`src/rtl/branch_predictor_f_pkg.sv`:
```
// ============================================================================
// branch_predictor_f_pkg
// Shared types for the fetch-stage branch predictor: counter states and reset state.
// Revision: 1.0
// ============================================================================
`default_nettype none

package branch_predictor_f_pkg;

   typedef enum logic [1:0] {
      SNT = 2'b00,
      WNT = 2'b01,
      WT  = 2'b10,
      ST  = 2'b11
   } BpCounterState;

   localparam BpCounterState BP_RESET_STATE = WNT;

endpackage

`default_nettype wire

```
`src/rtl/branch_predictor_f_if.sv`:
```
// ============================================================================
// branch_predictor_f_if
// Fetch lookup, decode resolution and perf-counter signals of the predictor.
// Revision: 1.0
// ============================================================================
`default_nettype none

interface branch_predictor_f_if #(
   parameter int PERF_W = 32
);
   logic [31:0]       iPCF;
   logic              oPredictTakenF;
   logic [31:0]       oPredictTargetF;
   logic              oHitF;
   logic              iResolveValidD;
   logic [31:0]       iResolvePCD;
   logic [31:0]       iResolveTargetD;
   logic              iActualTakenD;
   logic              iMispredictD;
   logic              iFlushTable;
   logic [PERF_W-1:0] oBranchCount;
   logic [PERF_W-1:0] oMispredictCount;

   modport master (
      output iPCF, iResolveValidD, iResolvePCD, iResolveTargetD,
             iActualTakenD, iMispredictD, iFlushTable,
      input  oPredictTakenF, oPredictTargetF, oHitF, oBranchCount, oMispredictCount
   );

   modport slave (
      input  iPCF, iResolveValidD, iResolvePCD, iResolveTargetD,
             iActualTakenD, iMispredictD, iFlushTable,
      output oPredictTakenF, oPredictTargetF, oHitF, oBranchCount, oMispredictCount
   );
endinterface

`default_nettype wire

```
`src/rtl/branch_predictor_f_sat_counter2.sv`:
```
// ============================================================================
// sat_counter2
// Next-state logic for one 2-bit saturating taken/not-taken counter.
// Revision: 1.0
// ============================================================================
`default_nettype none

module sat_counter2
   import branch_predictor_f_pkg::*;
(
   input  BpCounterState i_state,
   input  logic          i_taken,
   output BpCounterState o_next
);

   always_comb begin
      o_next = i_state;
      unique case (i_state)
         SNT: o_next = i_taken ? WNT : SNT;
         WNT: o_next = i_taken ? WT  : SNT;
         WT:  o_next = i_taken ? ST  : WNT;
         ST:  o_next = i_taken ? ST  : WT;
         default: o_next = i_state;
      endcase
   end

endmodule

`default_nettype wire

```
`src/rtl/branch_predictor_f.sv`:
```
// ============================================================================
// branch_predictor_f
// Direct-mapped BTB with 2-bit counters, learning from decode resolution.
// Revision: 1.0
// ============================================================================
`default_nettype none

module branch_predictor_f
   import branch_predictor_f_pkg::*;
#(
   parameter int ENTRIES = 16,
   parameter int TAG_W   = 8,
   parameter int PERF_W  = 32
) (
   input  wire                    iClk,
   input  wire                    iRstN,
   branch_predictor_f_if.slave    bp
);

   localparam int IDX_W = $clog2(ENTRIES);
   localparam int TAG_LO = IDX_W + 2;
   localparam int TAG_HI = IDX_W + TAG_W + 1;

   logic [ENTRIES-1:0] r_valid;
   logic [TAG_W-1:0]   r_tag    [ENTRIES];
   logic [31:0]        r_target [ENTRIES];
   BpCounterState      r_ctr    [ENTRIES];
   logic [PERF_W-1:0]  r_br_cnt;
   logic [PERF_W-1:0]  r_mp_cnt;

   logic [IDX_W-1:0]   w_lk_idx;
   logic [TAG_W-1:0]   w_lk_tag;
   logic               w_lk_hit;
   logic [IDX_W-1:0]   w_up_idx;
   logic [TAG_W-1:0]   w_up_tag;
   logic               w_up_hit;
   BpCounterState      w_ctr_next;
   logic               w_unused_pc_bits;

   assign w_lk_idx = bp.iPCF[IDX_W+1:2];
   assign w_lk_tag = bp.iPCF[TAG_HI:TAG_LO];
   assign w_lk_hit = r_valid[w_lk_idx] && (r_tag[w_lk_idx] == w_lk_tag);

   assign bp.oHitF           = w_lk_hit;
   assign bp.oPredictTakenF  = w_lk_hit && r_ctr[w_lk_idx][1];
   assign bp.oPredictTargetF = (w_lk_hit && r_ctr[w_lk_idx][1]) ? r_target[w_lk_idx] : 32'h0;

   assign w_up_idx = bp.iResolvePCD[IDX_W+1:2];
   assign w_up_tag = bp.iResolvePCD[TAG_HI:TAG_LO];
   assign w_up_hit = r_valid[w_up_idx] && (r_tag[w_up_idx] == w_up_tag);

   // Single counter stepper shared by all entries; only the resolving entry moves.
   sat_counter2 u_sat_counter2 (
      .i_state (r_ctr[w_up_idx]),
      .i_taken (bp.iActualTakenD),
      .o_next  (w_ctr_next)
   );

   always_ff @(posedge iClk or negedge iRstN) begin
      if (!iRstN) begin
         r_valid <= '0;
         for (int i = 0; i < ENTRIES; i++) begin
            r_tag[i]    <= '0;
            r_target[i] <= '0;
            r_ctr[i]    <= BP_RESET_STATE;
         end
      end else if (bp.iFlushTable) begin
         r_valid <= '0;
         for (int i = 0; i < ENTRIES; i++) begin
            r_ctr[i] <= BP_RESET_STATE;
         end
      end else if (bp.iResolveValidD) begin
         if (w_up_hit) begin
            r_ctr[w_up_idx] <= w_ctr_next;
            if (bp.iActualTakenD) begin
               r_target[w_up_idx] <= bp.iResolveTargetD;
            end
         end else if (bp.iActualTakenD) begin
            r_valid[w_up_idx]  <= 1'b1;
            r_tag[w_up_idx]    <= w_up_tag;
            r_target[w_up_idx] <= bp.iResolveTargetD;
            r_ctr[w_up_idx]    <= WT;
         end
      end
   end

   always_ff @(posedge iClk or negedge iRstN) begin
      if (!iRstN) begin
         r_br_cnt <= '0;
         r_mp_cnt <= '0;
      end else if (bp.iResolveValidD) begin
         if (!(&r_br_cnt)) begin
            r_br_cnt <= r_br_cnt + 1'b1;
         end
         if (bp.iMispredictD && !(&r_mp_cnt)) begin
            r_mp_cnt <= r_mp_cnt + 1'b1;
         end
      end
   end

   assign bp.oBranchCount     = r_br_cnt;
   assign bp.oMispredictCount = r_mp_cnt;

   // Byte-offset and above-tag PC bits take no part in indexing or matching.
   assign w_unused_pc_bits = ^{bp.iPCF[1:0], bp.iPCF[31:TAG_HI+1],
                               bp.iResolvePCD[1:0], bp.iResolvePCD[31:TAG_HI+1]};

endmodule

`default_nettype wire

```
`src/flat_wrapper.sv`:
```
// flat-port wrapper written by rule: the top's interface ports become plain ports
module branch_predictor_f_flat import branch_predictor_f_pkg::*;
#(
   parameter int ENTRIES = 16,
   parameter int TAG_W   = 8,
   parameter int PERF_W  = 32
)
  (iClk, iRstN, bp_iPCF, bp_iResolveValidD, bp_iResolvePCD, bp_iResolveTargetD, bp_iActualTakenD, bp_iMispredictD, bp_iFlushTable, bp_oPredictTakenF, bp_oPredictTargetF, bp_oHitF, bp_oBranchCount, bp_oMispredictCount);
  branch_predictor_f_if #(.PERF_W(PERF_W)) bp_i ();
  input  wire iClk;
  input  wire iRstN;
  input wire logic [$bits(bp_i.iPCF)-1:0] bp_iPCF;
  input wire logic [$bits(bp_i.iResolveValidD)-1:0] bp_iResolveValidD;
  input wire logic [$bits(bp_i.iResolvePCD)-1:0] bp_iResolvePCD;
  input wire logic [$bits(bp_i.iResolveTargetD)-1:0] bp_iResolveTargetD;
  input wire logic [$bits(bp_i.iActualTakenD)-1:0] bp_iActualTakenD;
  input wire logic [$bits(bp_i.iMispredictD)-1:0] bp_iMispredictD;
  input wire logic [$bits(bp_i.iFlushTable)-1:0] bp_iFlushTable;
  output wire logic [$bits(bp_i.oPredictTakenF)-1:0] bp_oPredictTakenF;
  output wire logic [$bits(bp_i.oPredictTargetF)-1:0] bp_oPredictTargetF;
  output wire logic [$bits(bp_i.oHitF)-1:0] bp_oHitF;
  output wire logic [$bits(bp_i.oBranchCount)-1:0] bp_oBranchCount;
  output wire logic [$bits(bp_i.oMispredictCount)-1:0] bp_oMispredictCount;
  assign bp_i.iPCF = bp_iPCF;
  assign bp_i.iResolveValidD = bp_iResolveValidD;
  assign bp_i.iResolvePCD = bp_iResolvePCD;
  assign bp_i.iResolveTargetD = bp_iResolveTargetD;
  assign bp_i.iActualTakenD = bp_iActualTakenD;
  assign bp_i.iMispredictD = bp_iMispredictD;
  assign bp_i.iFlushTable = bp_iFlushTable;
  assign bp_oPredictTakenF = bp_i.oPredictTakenF;
  assign bp_oPredictTargetF = bp_i.oPredictTargetF;
  assign bp_oHitF = bp_i.oHitF;
  assign bp_oBranchCount = bp_i.oBranchCount;
  assign bp_oMispredictCount = bp_i.oMispredictCount;
  branch_predictor_f #(.ENTRIES(ENTRIES), .TAG_W(TAG_W), .PERF_W(PERF_W)) u_core (.iClk(iClk), .iRstN(iRstN), .bp(bp_i));
endmodule
```
`config.mk`:
```
export PLATFORM = sky130hd
export DESIGN_NAME = branch_predictor_f_flat
export DESIGN_NICKNAME = d
export VERILOG_FILES = /design/src/rtl/branch_predictor_f_pkg.sv /design/src/rtl/branch_predictor_f_if.sv /design/src/rtl/branch_predictor_f_sat_counter2.sv /design/src/rtl/branch_predictor_f.sv /design/src/flat_wrapper.sv
export SDC_FILE = /design/constraint.sdc
export NUM_CORES = 1
export LEC_CHECK = 0
export BUFFER_PORTS_ARGS = -buffer_cell sky130_fd_sc_hd__buf_2
export CAP_MARGIN = 20
export CORE_MARGIN = 2
export CORE_UTILIZATION = 45
export CTS_CLUSTER_SIZE = 24
export DETAILED_ROUTE_END_ITERATION = 10
export MAX_ROUTING_LAYER = met4
export PLACE_DENSITY = 0.65
export SYNTH_ARGS = -nofsm -noshare
export SYNTH_HDL_FRONTEND = slang
export SYNTH_SLANG_ARGS = --single-unit
```
`constraint.sdc`:
```
create_clock -name iClk -period 8.3 [get_ports iClk]
set_input_delay 0.83 -clock iClk [delete_from_list [all_inputs] [get_ports iClk]]
set_output_delay 0.83 -clock iClk [all_outputs]
set_load 0.05 [all_outputs]
```
==> results.yml <==
run_status:
  status: "finished, final reports clean"
placement:
  port_buffers: 159
  post-dp-hpwl_um: 52830
  dpl-instance-area_mm2: 0.03791
  gp_congestion: 0.8153
sta:
  finalCriticalPeriod_ps: 5534
  rsz0062_at_grt: "false"
  slew_viol_final: 0
  fmaxAchievable_mhz: 180.7
  relSlewSlack: 0.2343
  finalCritPeriodShare: 0.6668
  final.setup.tns_ps: 0
  clock_skew_ps: 9.373
  setup_violations: 0
  hold_viol_final: 0
  tightestPinTransition_ps: 1149
detailed_routing:
  wl_per_cell_um: 25.41
  viasPerCell: 5.963
  ant_nets: 0
  drt-total-wl_um: 91460
  drtIter0Drc: 1485
  remaining_drc_errors: 0
  vias: 21470
  first_pass_iters: 5
global_routing:
  antenna_found_initial: 9
  grt_overflow: 0
  grt_pass1_vias: 22980
  grt_util_all_layers: 0.2309
  grt_pass1_wl_um: 141700
  grt_max_degree: 180
setup_path:
  worstPathArrival_ps: 4700
  cp.required_ps: 7470
  end_kind: "output pin"
  path_class: "input pin to output pin"
  max_stage_delay_ps: 570
  path_max_fanout: 26
  critPathSlowestCell: "buf_4"
  start_kind: "input pin"
  crit_path_cell_trace: "buf_4 -> buf_4 -> mux4_2 -> mux4_2 -> xnor2_1 -> nand4_1 -> nor3_4 -> buf_4 -> and3_1 -> buf_2"
  cpMostUsedCell: "buf_4"
cells_and_area:
  layout-drive-gt1-share: 0.4964
  nets: 2573
  design_area_mm2: 0.04076
  final_util: 0.5085
  syn2layout_area_growth_pct: 12.40
pwr:
  p_clk_frac: 0.399
  p_switching_w: 0.002408
  pwr-share-seq: 0.463
  pwr-share-comb: 0.138
  p_leak_nw: 18.93
  swShare: 0.2539
  powerDensity_mw_per_mm2: 232.6
  irDropWorstVdd_v: 0.0001611
  power.internal_w: 0.007073
logic_synthesis:
  synth_fp_nets: 2487
  yosys.area.top_type_share: 0.5079
  syn_area_mm2: 0.03626
  async_flop_share: 1.000
  yosys-top-cells-count: "736 x dfrtp_1, 595 x mux2_2, 216 x mux4_2"
  yosysSeqAreaShare: 0.5195
  yosysMostFrequentCell: "dfrtp_1"
  yosys-top-cells-area: "dfrtp_1 51%, mux2_2 18%, mux4_2 13%"
  syn_inst: 2383
  synth_edf_count: 0
  avgSynthCellArea_um2: 15.22
  ys_types: 71
  ys_warn_count: 0
  ys_ff_latch: 752
  synth_largest_area_cell: "dfrtp_1"
  ys.flop_type: "dfrtp_1"
worst_hold_path:
  hp-class: "input pin to async pin"
floorplan:
  num_rows: 104
  initial_core_util: 0.4524
  die-area_mm2: 0.08287
  die_w_um: 287.9
  io_pins: 200
  coreArea_mm2: 0.08016
  fp.dieH_um: 287.9
clock_tree:
  tritoncts: "built"
  ctsResizeCount: 0
  ctsRootBufferMaster: "clkbuf_16"
  clk_pin_slew_ps: 60
  cts_setup_buffers: 0
  cts.sinks: 752
  htree_levels: 3
  cts_max_path_buffers: 3
  cts-buffers-inserted: 81
  insertion_delay_ps: 650
  ctsHoldBuffers: 0
job:
  drv_cap: 0
-- power groups by stage --
stage | Combinational [W] | Sequential (W) | Clock (W)
3_5_place_dp | 0.00132 | 0.00445 | 0
2_1_floorplan | 0.000905 | 0.00445 | 0
3_3_place_gp | 0.00128 | 0.00440 | 0
4_1_cts | 0.00133 | 0.00438 | 0.00386
6_report | 0.00131 | 0.00439 | 0.00378
5_1_grt | 0.00142 | 0.00444 | 0.00401
-- through the flow --
step                      hold slack [ps]  instances  power (W)  setup slack [ps]
after floorplan                     461.4       2383   0.005359              3724
after global placement              470.3       3444   0.005677              2213
after detailed placement            481.0       3445   0.005769              2745
after CTS                           322.8       3593   0.009569              2721
after global routing                372.0       3600   0.009871              2623
final                               311.6       3600   0.009481              2766
-- cell usage in the layout (no fill, tap or decap), types with 8 or more instances in the layout --
| master | synthesis | layout |
|---|---|---|
| dfrtp_1 | 736 | 736 |
| mux2_2 | 595 | 595 |
| mux4_2 | 216 | 216 |
| buf_2 | 34 | 154 |
| clkbuf_16 | 0 | 81 |
| mux2i_1 | 73 | 73 |
| mux2_4 | 57 | 57 |
| and3_1 | 51 | 51 |
| xnor2_1 | 50 | 50 |
| nand2_1 | 49 | 42 |
| nor2_1 | 47 | 39 |
| buf_4 | 3 | 29 |
| nand3_1 | 26 | 26 |
| xor2_1 | 24 | 24 |
| o21ai_0 | 23 | 23 |
| inv_1 | 21 | 21 |
| clkbuf_8 | 0 | 20 |
| clkbuf_1 | 130 | 18 |
| nand4_1 | 16 | 16 |
| a221o_1 | 16 | 16 |
| nor4_1 | 16 | 16 |
| dfstp_2 | 16 | 16 |
| clkinv_2 | 0 | 12 |
| a22oi_1 | 11 | 11 |
| nand2_2 | 4 | 11 |
| nor2_4 | 2 | 10 |
| a21oi_1 | 9 | 9 |
| a21o_1 | 9 | 9 |
| o22ai_1 | 8 | 8 |
| o2bb2ai_1 | 8 | 8 |
| bufinv_16 | 0 | 8 |
-- kinds of logic (layout without fill, tap and decap cells) --
kind of cell               after synthesis  after routing  synth area share
and+or+nand+nor                        272            272           0.04382
AOI/OAI and AO/OA                      126            126           0.02695
other                                    0              6                 0
muxes                                  944            944            0.3637
adders and majority gates                4              4          0.001276
xor gates and xnor gates                74             74           0.01787
DFF                                    752            752            0.5195
buffers and inverters                  211            362           0.02695
-- worst max-delay path: cells and delay by family --
kind | cells | cell delay (ps)
buf+inv | 4 | 1680
xor+xnor | 1 | 150
simple gates | 3 | 1020
mux | 2 | 890
-- path summary, 6_finish.rpt --
| check | start | to | slack [ps] | cells past startpoint |
|---|---|---|---|---|
| setup / recovery | bp_iPCF[3] | bp_oPredictTargetF[30] | 2770 | 10 |
| hold / removal | iRstN | u_core.bp.oMispredictCount[30]$_DFFE_PN0P_ | 310 | 1 |
| setup reg to reg | u_core.r_tag[70]$_DFFE_PN0P_ | u_core.r_tag[94]$_DFFE_PN0P_ | 4660 | 8 |
| hold reg to reg | u_core.bp.oMispredictCount[19]$_DFFE_PN0P_ | u_core.bp.oMispredictCount[19]$_DFFE_PN0P_ | 480 | 1 |
| max in group asynchronous | iRstN | u_core.r_target[103]$_DFFE_PN0P_ | 6330 | 2 |
| min in group iClk | u_core.bp.oMispredictCount[19]$_DFFE_PN0P_ | u_core.bp.oMispredictCount[19]$_DFFE_PN0P_ | 480 | 1 |
-- flip-flops by register name (all words and copies together) (netlist names) --
name / cells
u_core.r_target: 512
u_core.r_tag: 128
u_core.bp.oBranchCount: 32
u_core.bp.oMispredictCount: 32
u_core.r_ctr: 32
u_core.r_valid: 16
-- final cells by class --
cell class	count	area (µm²)
timing repair buffer	192	1152
antenna	6	15.01
sequential	752	18840
multi-input combinational	1420	16540
tap	1060	1326
clock inverter	29	440.4
fill	6733	39400
clock buffer	119	2370
inverter	22	82.58
-- per-layer routing --
| layer | vias to the layer above | track usage | part of all wire |
|---|---|---|---|
| li1 | 9133 | - | - |
| met1 | 11680 | 0.3103 | 0.44 |
| met2 | 527 | 0.3688 | 0.49 |
| met3 | 124 | 0.03463 | 0.049 |
| met4 | 0 | 0.06205 | 0.021 |
| met5 | - | - | 0 |
(Power assumes the default switching activity.)
